--- src/rtl/signext.sv ---
`default_nettype none
// ============================================================================
// Module   : signext
// Purpose  : Immediate extension unit. Widens a 16-bit immediate to 32 bits
//            using one of six extension operations (sign/zero extend from 16
//            or 8 bits, load-upper, branch offset). Illegal operation codes
//            produce zero and raise err. Outputs are optionally registered.
// Ports    : clk     - rising-edge clock
//            reset   - asynchronous active-high reset
//            en      - load enable for the output registers
//            mode    - [2:0] extension operation select
//            imm     - [15:0] immediate field
//            extdimm - [31:0] extended immediate
//            valid   - extdimm holds a result loaded since reset
//            err     - last loaded mode was illegal
// Params   : REG_OUT - 1: registered outputs (1-cycle latency)
//                      0: combinational outputs (clk/reset/en unused)
// Revision : 1.0 - initial release
// ============================================================================
module signext #(
  parameter int REG_OUT = 1
) (
  input  logic        clk,
  input  logic        reset,
  input  logic        en,
  input  logic [2:0]  mode,
  input  logic [15:0] imm,
  output logic [31:0] extdimm,
  output logic        valid,
  output logic        err
);

  localparam logic [2:0] c_MODE_SEXT   = 3'b000;
  localparam logic [2:0] c_MODE_ZEXT   = 3'b001;
  localparam logic [2:0] c_MODE_LUI    = 3'b010;
  localparam logic [2:0] c_MODE_BRANCH = 3'b011;
  localparam logic [2:0] c_MODE_SEXT8  = 3'b100;
  localparam logic [2:0] c_MODE_ZEXT8  = 3'b101;

  logic [31:0] w_result;
  logic        w_err;

  // Pure replication/concatenation; X on imm propagates straight through.
  always_comb begin
    w_result = 32'h0000_0000;
    w_err    = 1'b0;
    case (mode)
      c_MODE_SEXT:   w_result = {{16{imm[15]}}, imm};
      c_MODE_ZEXT:   w_result = {16'h0000, imm};
      c_MODE_LUI:    w_result = {imm, 16'h0000};
      c_MODE_BRANCH: w_result = {{14{imm[15]}}, imm, 2'b00};
      c_MODE_SEXT8:  w_result = {{24{imm[7]}}, imm[7:0]};
      c_MODE_ZEXT8:  w_result = {24'h00_0000, imm[7:0]};
      default: begin
        w_result = 32'h0000_0000;
        w_err    = 1'b1;
      end
    endcase
  end

  generate
    if (REG_OUT != 0) begin : g_reg_out
      logic [31:0] r_extdimm;
      logic        r_valid;
      logic        r_err;

      always_ff @(posedge clk or posedge reset) begin
        if (reset) begin
          r_extdimm <= 32'h0000_0000;
          r_valid   <= 1'b0;
          r_err     <= 1'b0;
        end else if (en) begin
          r_extdimm <= w_result;
          r_valid   <= 1'b1;
          r_err     <= w_err;
        end
      end

      assign extdimm = r_extdimm;
      assign valid   = r_valid;
      assign err     = r_err;
    end else begin : g_comb_out
      assign extdimm = w_result;
      assign valid   = 1'b1;
      assign err     = w_err;
    end
  endgenerate

endmodule
`default_nettype wire

--- config.mk ---
export PLATFORM = sky130hd
export DESIGN_NAME = signext
export DESIGN_NICKNAME = d
export VERILOG_FILES = /design/src/rtl/signext.sv
export SDC_FILE = /design/constraint.sdc
export NUM_CORES = 1
export LEC_CHECK = 0
export BUFFER_PORTS_ARGS = -buffer_cell sky130_fd_sc_hd__buf_2
export CORE_MARGIN = 2
export CORE_UTILIZATION = 51
export CTS_BUF_LIST = sky130_fd_sc_hd__clkbuf_4
export DETAILED_ROUTE_END_ITERATION = 8
export PLACE_DENSITY = 0.8
export SYNTH_ARGS = -nofsm -noshare
export SYNTH_HDL_FRONTEND = slang
export SYNTH_SLANG_ARGS = --single-unit
--- constraint.sdc ---
create_clock -name clk -period 1.2 [get_ports clk]
set_input_delay 0.12 -clock clk [delete_from_list [all_inputs] [get_ports clk]]
set_output_delay 0.12 -clock clk [all_outputs]
set_load 0.02 [all_outputs]
==> reports/metrics.yaml <==
synth_ff_type: "dfrtp_1"
synth.yosys.seq_area_share_pct: 51.9
critPathTopFamily: "flip-flops"
cts.repair.resized: 0
initial_core_util_pct: 53.6
cp.buffers_inverters: 1
firstDrtPassIters: 4
r2r_cells: 1
dpl-instance-area_um2: 1970
synth_mux_area_share_pct: 1.30
power_frac_comb_pct: 25.4
ios: 56
globalRoute.totalOverflow: 0
critPathLaunchType: "register"
power_frac_clock_pct: 23.6
skew_ns: 0
syn_avg_cell_area_um2: 10.1
post_route_cells_drive_above_1_share_pct: 40.1
htreeDepth: 2
final_area_um2: 2040
die_y_um: 60.7
gp_congestion: 0.842
antenna_found_initial: 0
max_slew_margin_pct: 57.6
synth_top_cell_area_share_pct: 51.9
die_w_um: 60.7
synth_compound_area_share_pct: 25.2
synth.most_common_cell: "a21oi_1"
hold_viol_final: 0
rsz0062_at_grt: "no"
yosysTopAreaCell: "dfrtp_1"
tightest_slew_ns: 0.635
path_max_fanout: 2
synthXorXnorAreaFrac_pct: 0
wl_mm: 3.90
fin_crit_sh_pct: 86.1
p_sw_uw: 839
grt_max_degree: 35
critPathKind: "register to primary output"
syn_inst: 162
rrSetupSlack_ns: 0.42
area_growth_pct: 24.4
antenna_cells: 0
core_area_um2: 3050
cts_setup_buffers: 0
setup_viol: 0
irDropWorstVdd_mv: 0.781
pwr-share-seq_pct: 51.0
p_int_mw: 1.76
cts_root_buf: "clkbuf_4"
crit_cells: 1
final_max_slew_viol_count: 0
io_buffers: 55
clk_latency_ns: 0.33
rows: 20
critPathSlowestCell: "dfrtp_1"
arrival_ns: 0.91
vias: 1409
startpoint: "extdimm[17]"
worstPathRequired_ns: 1.08
cts_made_buffers: 5
cp_cell_sequence: "buf_2"
synth_nets: 184
synth-simple-area-share_pct: 15.7
cts_tree: "yes"
endpoint: "extdimm[17]"
clkSlewWorstSetupHoldPaths_ns: 0.10
powerDensity_nw_per_um2: 1280
nNetsFinal: 243
cap_violations: 0
yosys-top-cells-area: "dfrtp_1, a21oi_1, o221a_2"
fmaxAchievable_mhz: 967
synth-edff-count: 0
grt_pass1_vias: 1363
critPathMaxStageDelay_ns: 0.41
hpwl_mm: 2.83
synth_top_family_by_area: "compound AO/OA/AOI/OAI gates"
endpoint_kind: "primary output"
switching_share_pct: 32.3
drtIter0Drc: 81
synthArstFlopShare_pct: 100
synth_cell_types: 30
grtUsageTotal_pct: 23.9
wl_per_cell_um: 14.7
clock_sinks: 34
ys.warnings.count: 0
grt_pass1_wl_mm: 6.44
r2r_start: "extdimm[22]"
synthTopCellsByCount: "a21oi_1, dfrtp_1, nor2_1, nand2b_1, o221a_2"
layout_setup_ws_ns: 0.166
hold_class: "primary input to register"
cts.path.max_buffers: 2
ys_ff_latch: 34
leakagePower_nw: 0.961
viasPerCell: 5.30
r2r-end: "extdimm[22]"
outcome: "complete, no violations"
die_area_um2: 3680
drc: 0
drt.antenna.violating_nets: 0
synth_fa_ha_area_share_pct: 0
place_ws_ns: -0.187
fin_setup_tns_ns: 0
fin_crit_ns: 1.03
synth_area_um2: 1640
[placed cells by master (no fill, tap or decap)]
cell / netlist / routed
o22ai_1: 2 / 2
o211ai_2: 1 / 1
nor2b_2: 1 / 1
o21ai_0: 3 / 3
clkinv_1: 0 / 1
a21oi_1: 40 / 40
nand2_2: 1 / 1
nor2_4: 1 / 1
o221a_1: 3 / 3
nand2b_1: 9 / 9
dlygate4sd3_1: 0 / 1
clkinv_2: 0 / 1
nand4bb_1: 1 / 1
mux2_2: 1 / 1
dfrtp_1: 34 / 34
nand3_1: 1 / 1
o221a_2: 9 / 9
nor2b_1: 7 / 7
o21ai_1: 1 / 1
nor2_1: 16 / 16
buf_2: 2 / 55
buf_4: 2 / 8
buf_12: 0 / 1
a211oi_2: 1 / 1
nand2_1: 6 / 6
o221a_4: 1 / 1
inv_1: 6 / 6
or2_2: 1 / 1
nor3_1: 1 / 1
mux2i_1: 1 / 1
clkbuf_4: 0 / 6
nand3b_4: 1 / 1
[timing repair]
| action | CTS | global route |
|---|---|---|
| endpoints found under the hold margin | 34 | 0 |
| hold buffers | 1 | 0 |
| endpoints found under the setup margin | 0 | 0 |
[flip-flops by register name (all words and copies together), names as in the netlist]
register	cells
valid	1
err	1
extdimm	32
[kinds of logic (layout without fill, tap and decap cells)]
kind of cell           count (synthesis)  in the layout
multiplexers                           2              2
buffers and inverters                 19             79
flip-flops                            34             34
AND/OR/NAND/NOR                       46             46
AO/OA/AOI/OAI                         61             61
[power by group through the flow]
stage	Sequential (mW)	Clock [mW]	Combinational, mW
3_3_place_gp	1.34	0	0.642
6_report	1.33	0.613	0.659
2_1_floorplan	1.49	0	0.267
3_5_place_dp	1.35	0	0.660
5_1_grt	1.34	0.673	0.719
4_1_cts	1.33	0.623	0.664
[through the flow]
step | utilization (%) | std cells | power, mW | hold slack [ns]
detailed placement | 64.7 | 257 | 2.01 | 0.234
floorplan | - | 162 | 1.76 | 0.237
finish | 66.8 | 266 | 2.60 | 0.0474
CTS | 66.8 | 266 | 2.61 | 0.0387
global placement | 64.7 | 257 | 1.99 | 0.220
global route | 66.8 | 266 | 2.73 | 0.0619
[layer usage]
layer | part of all wire [%] | global-route usage [%] | wire, µm | up-vias
met5 | 0 | 0 | 0 | -
met4 | 1.4 | 9.94 | 53 | 0
met3 | 5.2 | 5.54 | 204 | 7
met2 | 49 | 37.6 | 1920 | 43
li1 | - | - | - | 690
met1 | 44 | 31.8 | 1720 | 669
[area by class of cell]
| class | instances | area, µm² |
|---|---|---|
| tap | 44 | 55.1 |
| fill | 280 | 1010 |
| multi-input combinational | 109 | 691 |
| clock inverter | 2 | 8.76 |
| timing repair buffer | 65 | 365 |
| clock buffer | 6 | 45.0 |
| inverter | 6 | 22.5 |
| sequential | 34 | 851 |
[how the worst min path moves through the flow]
stage                      start          end  depth (start not counted)
after floorplan           imm[0]   extdimm[0]                          2
after global placement     reset        valid                          3
after detailed placement   reset        valid                          3
after CTS                 imm[0]   extdimm[0]                          3
after global routing      imm[3]  extdimm[19]                          2
final                     imm[0]   extdimm[0]                          3
Note: power is estimated with default switching activity, not from simulation.
